`src/rtl/usr_pkg.sv`:
```
// Shared types and constants for the serial-to-parallel receiver.
// Optional feature macro: USR_DESER_PARITY_EN (adds one even-parity bit per frame).
package usr_pkg;

  typedef enum logic [1:0] {
    IDLE,
    COLLECT,
    FULL
  } state_t;

  localparam logic DIR_LSB_FIRST = 1'b0;
  localparam logic DIR_MSB_FIRST = 1'b1;

`ifdef USR_DESER_PARITY_EN
  localparam int PAR_BITS = 1;
`else
  localparam int PAR_BITS = 0;
`endif

endpackage

```
`src/rtl/usr_deser_shift.sv`:
```
// Shift stage: shift register, bit counter, dir latch, parity accumulator.
// Ports: clock/reset, flush, accept+ser_in+dir in; word, perr, bit_cnt, frame_done out.
// Macro USR_DESER_PARITY_EN: last frame bit is parity, not shifted into sh.
import usr_pkg::*;

module usr_deser_shift #(
  parameter int WIDTH = 4,
  parameter int CNT_W = $clog2(WIDTH + 1)
) (
  input  logic             clock,
  input  logic             reset,
  input  logic             flush,
  input  logic             accept,
  input  logic             ser_in,
  input  logic             dir,
  output logic [WIDTH-1:0] word,
  output logic             perr,
  output logic [CNT_W-1:0] bit_cnt,
  output logic             frame_done
);

  localparam int FRAME = WIDTH + PAR_BITS;
  localparam logic [CNT_W-1:0] LAST = CNT_W'(FRAME - 1);

  logic [WIDTH-1:0] sh;
  logic [WIDTH-1:0] sh_nxt;
  logic             dir_q;
  logic             dir_eff;
  logic             first;
  logic             data_bit;

  assign first      = (bit_cnt == '0);
  assign dir_eff    = first ? dir : dir_q;
  assign frame_done = accept && (bit_cnt == LAST);

`ifdef USR_DESER_PARITY_EN
  assign data_bit = accept && !frame_done;
`else
  assign data_bit = accept;
`endif

  always_comb begin
    sh_nxt = sh;
    if (data_bit) begin
      if (dir_eff == DIR_MSB_FIRST)
        sh_nxt = {sh[WIDTH-2:0], ser_in};
      else
        sh_nxt = {ser_in, sh[WIDTH-1:1]};
    end
  end

  // Word as it will stand after this edge; valid for loading on frame_done
  // and while the shift stage holds a pending word.
  assign word = sh_nxt;

  always_ff @(posedge clock) begin
    if (!reset) begin
      sh      <= '0;
      bit_cnt <= '0;
      dir_q   <= DIR_LSB_FIRST;
    end else if (flush) begin
      sh      <= '0;
      bit_cnt <= '0;
    end else if (accept) begin
      sh <= sh_nxt;
      if (first)
        dir_q <= dir;
      bit_cnt <= frame_done ? '0 : bit_cnt + 1'b1;
    end
  end

`ifdef USR_DESER_PARITY_EN
  logic par_acc;
  logic perr_q;

  assign perr = frame_done ? (ser_in ^ par_acc) : perr_q;

  always_ff @(posedge clock) begin
    if (!reset) begin
      par_acc <= 1'b0;
      perr_q  <= 1'b0;
    end else if (flush) begin
      par_acc <= 1'b0;
    end else begin
      if (data_bit)
        par_acc <= (first ? 1'b0 : par_acc) ^ ser_in;
      if (frame_done)
        perr_q <= perr;
    end
  end
`else
  assign perr = 1'b0;
`endif

endmodule

```
`src/rtl/usr_deserializer.sv`:
```
// Serial-to-parallel receiver with a one-deep valid/ready output register.
// Ports: clock, reset (sync, active-low), ser_* in, out_* port, dir, flush, bit_cnt.
// Macro USR_DESER_PARITY_EN enables the even-parity bit and out_perr.
import usr_pkg::*;

module usr_deserializer #(
  parameter int WIDTH = 4,
  parameter int CNT_W = $clog2(WIDTH + 1)
) (
  input  logic             clock,
  input  logic             reset,
  input  logic             ser_in,
  input  logic             ser_valid,
  output logic             ser_ready,
  input  logic             dir,
  input  logic             flush,
  output logic [WIDTH-1:0] out_data,
  output logic             out_valid,
  input  logic             out_ready,
  output logic             out_perr,
  output logic [CNT_W-1:0] bit_cnt
);

  state_t           state;
  state_t           state_nxt;
  logic             accept;
  logic             busy;
  logic             load;
  logic             frame_done;
  logic [WIDTH-1:0] word;
  logic             perr;

  assign ser_ready = (state != FULL);
  // A bit offered during flush is dropped.
  assign accept    = ser_valid && ser_ready && !flush;
  assign busy      = out_valid && !out_ready;

  usr_deser_shift #(
    .WIDTH(WIDTH),
    .CNT_W(CNT_W)
  ) u_shift (
    .clock     (clock),
    .reset     (reset),
    .flush     (flush),
    .accept    (accept),
    .ser_in    (ser_in),
    .dir       (dir),
    .word      (word),
    .perr      (perr),
    .bit_cnt   (bit_cnt),
    .frame_done(frame_done)
  );

  always_ff @(posedge clock) begin
    if (!reset)
      state <= IDLE;
    else
      state <= state_nxt;
  end

  always_comb begin
    state_nxt = state;
    load      = 1'b0;
    if (flush) begin
      state_nxt = IDLE;
    end else begin
      case (state)
        FULL: begin
          if (out_ready) begin
            state_nxt = IDLE;
            load      = 1'b1;
          end
        end
        default: begin
          if (frame_done) begin
            if (busy) begin
              state_nxt = FULL;
            end else begin
              state_nxt = IDLE;
              load      = 1'b1;
            end
          end else if (accept) begin
            state_nxt = COLLECT;
          end
        end
      endcase
    end
  end

  // Output handshake completes even in a flush cycle.
  always_ff @(posedge clock) begin
    if (!reset) begin
      out_data  <= '0;
      out_valid <= 1'b0;
      out_perr  <= 1'b0;
    end else if (load) begin
      out_data  <= word;
      out_valid <= 1'b1;
      out_perr  <= perr;
    end else if (out_ready) begin
      out_valid <= 1'b0;
    end
  end

endmodule
```
`config.mk`:
```
export PLATFORM = sky130hd
export DESIGN_NAME = usr_deserializer
export DESIGN_NICKNAME = d
export VERILOG_FILES = /design/src/rtl/usr_pkg.sv /design/src/rtl/usr_deser_shift.sv /design/src/rtl/usr_deserializer.sv
export SDC_FILE = /design/constraint.sdc
export NUM_CORES = 1
export LEC_CHECK = 0
export ABC_AREA = 0
export BUFFER_PORTS_ARGS = -buffer_cell sky130_fd_sc_hd__buf_2
export CAP_MARGIN = 30
export CORE_MARGIN = 3
export CORE_UTILIZATION = 51
export DETAILED_ROUTE_END_ITERATION = 16
export PLACE_DENSITY = 0.76
export SYNTH_ARGS = -nofsm -noshare
export SYNTH_HDL_FRONTEND = slang
export SYNTH_SLANG_ARGS = --single-unit
```
`constraint.sdc`:
```
create_clock -name clock -period 1.8 [get_ports clock]
set_input_delay 0.27 -clock clock [delete_from_list [all_inputs] [get_ports clock]]
set_output_delay 0.27 -clock clock [all_outputs]
set_load 0.05 [all_outputs]
```
# Yosys cells after proc, flatten, opt, wreduce, memory -nomap -nowiden
# Index checks and enable logic that the tools add are counted.
[word_totals] reg_bits=15 input_bits=7 output_inout_bits=10 wordCells=41
[classes] n_addsub=1 n_eq_ne=4 muxes=16 n_bitwise=2 n_reduce_logical=12
[op_table] op="2-to-1 mux 2 bit" count=5
[op_table] op="2-to-1 mux 1 bit" count=8
[op_table] op="2-to-1 mux 4 bit" count=2
[op_table] op="logical AND 1 bit" count=4
[op_table] op="!= test 2 bit, second input constant" count=2
[op_table] op="AND reduction 2 bit" count=2
[op_table] op="adder 3 x 1 -> 3 bit, second input constant" count=1
[op_table] op="== test 3 x 2 -> 1 bit, second input constant" count=1
[op_table] op="zero test 3 bit" count=1
[op_table] op="2-to-1 mux 3 bit" count=1
[op_table] op="nonzero test 3 bit" count=1
[op_table] op="== test 2 bit, second input constant" count=1
[op_table] op="zero test 1 bit" count=2
[op_table] op="NOT 1 bit" count=2
[op_table] op="nonzero test 2 bit" count=1
[op_table] op="OR reduction 2 bit" count=1

# Longest topological paths before layout
# Gate-level depths: netlist of run 1.
[logic_depth] word_depth=8 mapped_depth=6 depth_no_buf=6

# Modules after synthesis
# Synthesis of run 1 repeated with hierarchy kept, for this count alone.
[hier_totals] cells_unflattened=94 area_unflattened_um2=815.8
[modules_own_cells] mod="usr_deser_shift" n_inst=1 cells_each=53 area_each_um2=442.9 seq_area_each_um2=160.2
[modules_own_cells] mod="usr_deserializer" n_inst=1 cells_each=41 area_each_um2=372.9 seq_area_each_um2=160.2

# Least setup slack after synthesis of run 1
# No wires, ideal clock.
[synth_timing] path_kind="flip-flop to flip-flop" from="register u_shift.bit_cnt[0]" to="register out_data[0]" setup_ps=124 arrival_ps=1731 required_ps=1676 setup_slack_ps=-55 path_stages_with_launch=7 n_path_buf=0 period_less_slack_ps=1855 cell_sequence="dfxtp_1 > inv_1 > ha_1 > nor2b_1 > mux2i_4 > mux2i_1 > o22ai_1"
[synth_via] elab_chain_cells=5 elab_cells_between_ends=9 cone_classes="1 x eq/ne; 6 x mux; 2 x reduce/logical"
[synth_rtl] item="start: declaration" line_no="usr_deser_shift.sv:18" rtl="output logic [CNT_W-1:0] bit_cnt,"
[synth_rtl] item="start signal: assignment" line_no="usr_deser_shift.sv:68" rtl="bit_cnt <= frame_done ? '0 : bit_cnt + 1'b1;"
[synth_rtl] item="== test 3 x 2 -> 1 bit" line_no="usr_deser_shift.sv:34" rtl="assign frame_done = accept && (bit_cnt == LAST);"
[synth_rtl] item="logical AND 1 bit" line_no="usr_deser_shift.sv:34"
[synth_rtl] item="2-to-1 mux 1 bit" line_no="usr_deserializer.sv:75" rtl="if (frame_done) begin"
[synth_rtl] item="2-to-1 mux 1 bit" line_no="usr_deserializer.sv:67" rtl="case (state)"
[synth_rtl] item="2-to-1 mux 1 bit" line_no="usr_deserializer.sv:64" rtl="if (flush) begin"
[synth_rtl] item="end signal: assignment" line_no="usr_deserializer.sv:97" rtl="out_data <= word;"
[synth_rtl] item="end: declaration" line_no="usr_deserializer.sv:17" rtl="output logic [WIDTH-1:0] out_data,"
# Parallel ways exist; a longest one is shown, timed or not.
# A chain may end at the register's enable or synchronous reset.

# Worst setup path after layout of run 1
[layout_timing] from="register u_shift.bit_cnt[0]" to="register out_data[1]"
# The elaborated chain is that of the path after synthesis.

==> results.yml, run 1 <==
hold_path:
  min_path_type: "in2reg"
finish:
  antenna_cells: 0
  stdcell_count: 115
  nets: 110
  area_growth_syn_to_layout_pct: 12.3
  post-route-util_pct: 64.2
  drive_above_1_share_pct: 27.0
clocking:
  cts_tree: "done"
  path_clk_slew_ns: 0.09
  cts.sink_count: 15
  cts.hold.buffers_added: 0
  insertion_delay_ns: 0.28
  cts_root_buf: "clkbuf_4"
  post-cts-setup-buffers: 0
  htreeDepth: 1
  numCtsBuffers: 3
  clockBufferDepth: 2
grt:
  grt_max_degree: 15
  busiest_layer: "met2"
  grt_pass1_vias: 652
  overflow: 0
  track_usage_pct: 18.8
  antenna_found_initial: 0
  use_met2_pct: 28.8
  grt_pass1_wl_um: 2820
  met1_usage_pct: 23.4
  grt_use_met3_pct: 6.37
synth:
  yosysSeqAreaShare_pct: 38.5
  yosys_warnings: 0
  synth_area_leaders: "dfxtp_1 (38%), mux2i_1 (5.1%), o2111ai_1 (4.5%)"
  synth_largest_area_cell: "dfxtp_1"
  synth_top_area_share_pct: 38.5
  syn_area_sq_um: 781
  synth-seq-cells: 15
  synthCells: 85
  syn_avg_cell_area_sq_um: 9.19
  synth_cell_types: 33
  synth_nets: 94
die:
  num_rows: 13
  die-area_sq_um: 2040
  ios: 17
  core_area_sq_um: 1370
  die_x_um: 45.1
  die_y_um: 45.1
  initial_core_util_pct: 57.1
sta:
  slew_viol_final: 0
  period_share_pct: 92.4
  tns_ns: 0
  fin_skew_ns: 0.00703
  layout_min_cycle_time_ns: 1.66
  timing.hold.ws_ns: 0.333
  hold_violations: 0
  fmaxAchievable_ghz: 0.601
  setup_viol_count_final: 0
  rsz0062_at_grt: "no"
pwr:
  p_total_mw: 0.602
  powerDensity_nw_per_um2: 687
  p_leak_nw: 0.389
  ir_drop_v: 0.000547
worst_setup_path:
  r2r_slack_ns: 0.14
  start_kind: "flop"
  worstPathArrival_ns: 1.83
  slowest_delay_ns: 0.37
  crit_path_end_kind: "flop"
  critPathMaxFanout: 5
  required_ns: 1.96
  path_cells: "inv_1 > ha_1 > nor2b_2 > mux2i_4 > mux2i_1 > o22ai_1"
  path_class: "reg2reg"
  crit_slowest_cell: "mux2i_4"
placed_design:
  placedCellCount: 111
  place_hpwl_um: 1240
  io_buffer_count: 15
  gp_congestion: 0.782
job:
  cap_violations: 0
routing:
  wirelength_um: 1690
  via_per_inst: 5.92
  drc: 0
  ant_nets: 0
  wl_per_cell_um: 14.7
  vias: 681
  drtPass1Iterations: 4
  drtIter0Drc: 18
status:
  status: "finished clean"
stage by stage:
stage / setup slack [ns] / cell area [sq um]
6_report: 0.136 / 877
5_1_grt: 0.0627 / 877
4_1_cts: 0.0579 / 875
3_5_place_dp: 0.0851 / 848
3_3_place_gp: 0.164 / 848
2_1_floorplan: 0.0000437 / 782
cell usage after synthesis (all sizes together):
master   instances
a32oi            1
o2111ai          4
o211a            1
or3              5
nand2b           4
nor2             8
nor2b            4
and2b            1
a21o             1
nand2            8
ha               2
mux2i            5
o21a             1
a21oi            3
o22ai            5
o21bai           1
dfxtp           15
inv              3
nand3            2
and2             1
o221a            1
clkbuf           1
buf              3
conb             1
o21ai            4
kinds of logic after synthesis:
family	share of synthesized area [%]
and+or+nand+nor	24.4
buffers and inverters	4.97
DFF	38.5
other	0.480
AOI/OAI and AO/OA	20.5
adders and majority gates	3.20
muxes	8.01
cell type report:
type                            instances  area [sq um]
Sequential cell                        15           302
Fill cell                             124           489
Timing Repair Buffer                   15          75.1
Multi-Input combinational cell         63           444
Inverter                                3          11.3
Clock buffer                            4          26.3
Tap cell                               15          18.8
critical path: cells and delay by family (launching register included):
| family | cells | cell delay [ns] |
|---|---|---|
| mux | 2 | 0.66 |
| fa+ha+maj | 1 | 0.14 |
| buf+inv | 1 | 0.07 |
| simple gates | 1 | 0.20 |
| flops | 1 | 0.34 |
| compound gates | 1 | 0.12 |
what timing repair did:
action                                  4_1_cts  5_1_grt
gates resized for setup                       0        1
hold endpoints to repair                      0        0
endpoints found under the setup margin        0        2
state kept, by name, summed over array words and instances, names as in the netlist:
register / cells
u_shift.bit_cnt: 3
state: 2
out_data: 4
u_shift.dir_q: 1
out_valid: 1
u_shift.sh: 4
layout by cell type (no fill, tap or decap):
| cell type | instances |
|---|---|
| buf_2 | 15 |
| dfxtp_1 | 14 |
| nand2_1 | 8 |
| nor2_1 | 7 |
| or3_1 | 5 |
| mux2i_1 | 4 |
| o21ai_0 | 4 |
| o2111ai_1 | 4 |
| o22ai_1 | 4 |
| a21oi_1 | 3 |
| nand2b_1 | 3 |
| clkbuf_4 | 3 |
| inv_1 | 2 |
| nand3_1 | 2 |
| nor2b_1 | 2 |
| ha_1 | 2 |
| nor2b_4 | 1 |
| inv_2 | 1 |
| nand2b_4 | 1 |
| nor2b_2 | 1 |
| mux2i_4 | 1 |
| nor2_4 | 1 |
| and2b_1 | 1 |
| o221a_1 | 1 |
| o22ai_2 | 1 |
| o21bai_1 | 1 |
| and2_4 | 1 |
| a21o_1 | 1 |
| a32oi_1 | 1 |
| o21a_1 | 1 |
| o211a_1 | 1 |
| conb_1 | 1 |
| clkbuf_1 | 1 |
| dfxtp_2 | 1 |
layer usage:
metal	vias up	share of wire (%)
li1	332	-
met1	321	44
met2	22	46
met3	6	7.7
met4	0	2.5
met5	-	0
final timing paths:
| path | startpoint | to | cells past startpoint |
|---|---|---|---|
| worst min-delay path | reset | u_shift.dir_q | 2 |
| worst max-delay path | u_shift.bit_cnt[0] | out_data[1] | 6 |
| worst min register to register | out_data[2] | out_data[2] | 2 |
| worst max register to register | u_shift.bit_cnt[0] | out_data[1] | 6 |
report_power, final:
group | switching (mW) | internal, mW
Combinational | 0.0434 | 0.0277
Sequential | 0.00558 | 0.338
Clock | 0.102 | 0.0860
Total | 0.151 | 0.452
(Power assumes the default switching activity.)
==> run 2: changes to the inputs <==
--- a/config.mk
+++ b/config.mk
@@ -9,9 +9,10 @@
 export BUFFER_PORTS_ARGS = -buffer_cell sky130_fd_sc_hd__buf_2
 export CAP_MARGIN = 30
 export CORE_MARGIN = 3
-export CORE_UTILIZATION = 51
+export CORE_UTILIZATION = 45
+export CTS_BUF_LIST = sky130_fd_sc_hd__clkbuf_4
 export DETAILED_ROUTE_END_ITERATION = 16
-export PLACE_DENSITY = 0.76
+export PLACE_DENSITY = 0.68
 export SYNTH_ARGS = -nofsm -noshare
 export SYNTH_HDL_FRONTEND = slang
 export SYNTH_SLANG_ARGS = --single-unit
==> constraint.sdc (replaced) <==
create_clock -name clock -period 1.6 [get_ports clock]
set_input_delay 0.24 -clock clock [delete_from_list [all_inputs] [get_ports clock]]
set_output_delay 0.24 -clock clock [all_outputs]
set_load 0.05 [all_outputs]
==> results.yml, run 2 (synthesis results as in run 1) <==
sta:
  slew_viol_final: 0
  fmaxAchievable_ghz: 0.640
  setup_ws_ns: 0.0380
  fin_skew_ns: 0.0106
  rsz0062_at_grt: "yes"
  setup_viol_count_final: 0
  period_share_pct: 97.6
  layout_min_cycle_time_ns: 1.56
  hold_violations: 0
status:
  status: "finished clean"
routing:
  drtPass1Iterations: 4
  ant_nets: 0
  via_per_inst: 5.64
  wl_per_cell_um: 13.9
  drtIter0Drc: 15
  drc: 0
  wirelength_um: 1640
  vias: 665
hold_path:
  min_path_type: "in2reg"
clocking:
  insertion_delay_ns: 0.28
  cts.sink_count: 15
  clockBufferDepth: 2
  htreeDepth: 1
  numCtsBuffers: 3
  cts_tree: "done"
  path_clk_slew_ns: 0.09
  cts_root_buf: "clkbuf_4"
die:
  die_y_um: 47.7
  num_rows: 14
  ios: 17
  core_area_sq_um: 1580
  die_x_um: 47.7
  die-area_sq_um: 2270
  initial_core_util_pct: 49.5
finish:
  mostFrequentLayoutCell: "buf_2"
  post-route-util_pct: 59.3
  drive_above_1_share_pct: 34.3
  area_growth_syn_to_layout_pct: 19.7
  nets: 112
  largestRegisters: "out_data: 4 flops, u_shift.sh: 4 flops, u_shift.bit_cnt: 3 flops"
  layout_common_cells: "buf_2 (15), dfxtp_1 (13), nand2_1 (8)"
  antenna_cells: 0
  final_cell_area_sq_um: 935
worst_setup_path:
  path_cells: "inv_2 > ha_4 > nor2b_4 > mux2i_4 > mux2i_2 > o22ai_1"
  crit_path_end_kind: "flop"
  critPathMaxFanout: 5
  critical_path.top_delay_family: "multiplexers"
  worstPathArrival_ns: 1.72
  start_kind: "flop"
  worst-path-buf-inv: 1
  slowest_delay_ns: 0.37
  path_class: "reg2reg"
  required_ns: 1.76
  crit_slowest_cell: "dfxtp_4"
placed_design:
  dpl_cell_area_sq_um: 858
  io_buffer_count: 15
  place_ws_ns: -0.0408
  gp_congestion: 0.765
  place_hpwl_um: 1150
grt:
  antenna_found_initial: 0
  grt_pass1_wl_um: 2390
  grt_pass1_vias: 536
  overflow: 0
  grt_max_degree: 15
  track_usage_pct: 15.4
pwr:
  ir_drop_v: 0.000594
  powerDensity_nw_per_um2: 745
  p_leak_nw: 0.411
job:
  cap_violations: 0
[run 2: cell count changes in the layout (fill, tap and decap cells not counted), sizes merged]
cell  before  now
buf       15   17
[run 2: metal layers]
metal / share of wire [%] / global-route usage (%) / up-vias
li1: - / - / 336
met1: 47 / 21.3 / 303
met2: 46 / 21.1 / 24
met3: 6.2 / 6.02 / 2
met4: 0.85 / 6.45 / 0
met5: 0 / 0 / -
[run 2: cell type report]
| class | instances | area [sq um] |
|---|---|---|
| Multi-Input combinational cell | 63 | 473 |
| Tap cell | 16 | 20.0 |
| Clock buffer | 4 | 30.0 |
| Timing Repair Buffer | 17 | 90.1 |
| Sequential cell | 15 | 308 |
| Inverter | 3 | 13.8 |
| Fill cell | 149 | 642 |
[run 2: path summary, 6_finish.rpt]
path                           start       endpoint  slack, ns  cells after the start
setup / recovery  u_shift.bit_cnt[1]    out_data[0]       0.04                      6
hold / removal                 reset  u_shift.dir_q       0.31                      2
setup reg to reg  u_shift.bit_cnt[1]    out_data[0]       0.04                      6
hold reg to reg          out_data[0]    out_data[0]       0.47                      2
[run 2: worst register-to-register path, cell delays in order, from the launching register on]
cell and delay [ns]:
dfxtp_4 0.37, inv_2 0.07, ha_4 0.12, nor2b_4 0.15, mux2i_4 0.33, mux2i_2 0.29, o22ai_1 0.12
[run 2: per-stage QoR]
step	total power, mW	hold WS, ns	setup TNS, ns	cells
3_3_place_gp	0.470	0.455	0	112
3_5_place_dp	0.470	0.464	-0.0422	112
2_1_floorplan	0.455	0.406	0	85
6_report	0.697	0.309	0	118
4_1_cts	0.699	0.305	0	116
5_1_grt	0.736	0.297	-0.0441	118
[run 2: what timing repair did]
item / in CTS / in global routing
pin swaps: 1 / 1
buffers inserted: 0 / 2
endpoints found under the setup margin: 5 / 6
hold buffers: 0 / 0
gates resized for setup: 3 / 5
[run 2: power breakdown]
group	switching [mW]	leakage, nW	internal, mW
registers	0.00622	0.123	0.377
logic	0.0510	0.270	0.0357
clock network	0.113	0.0184	0.114
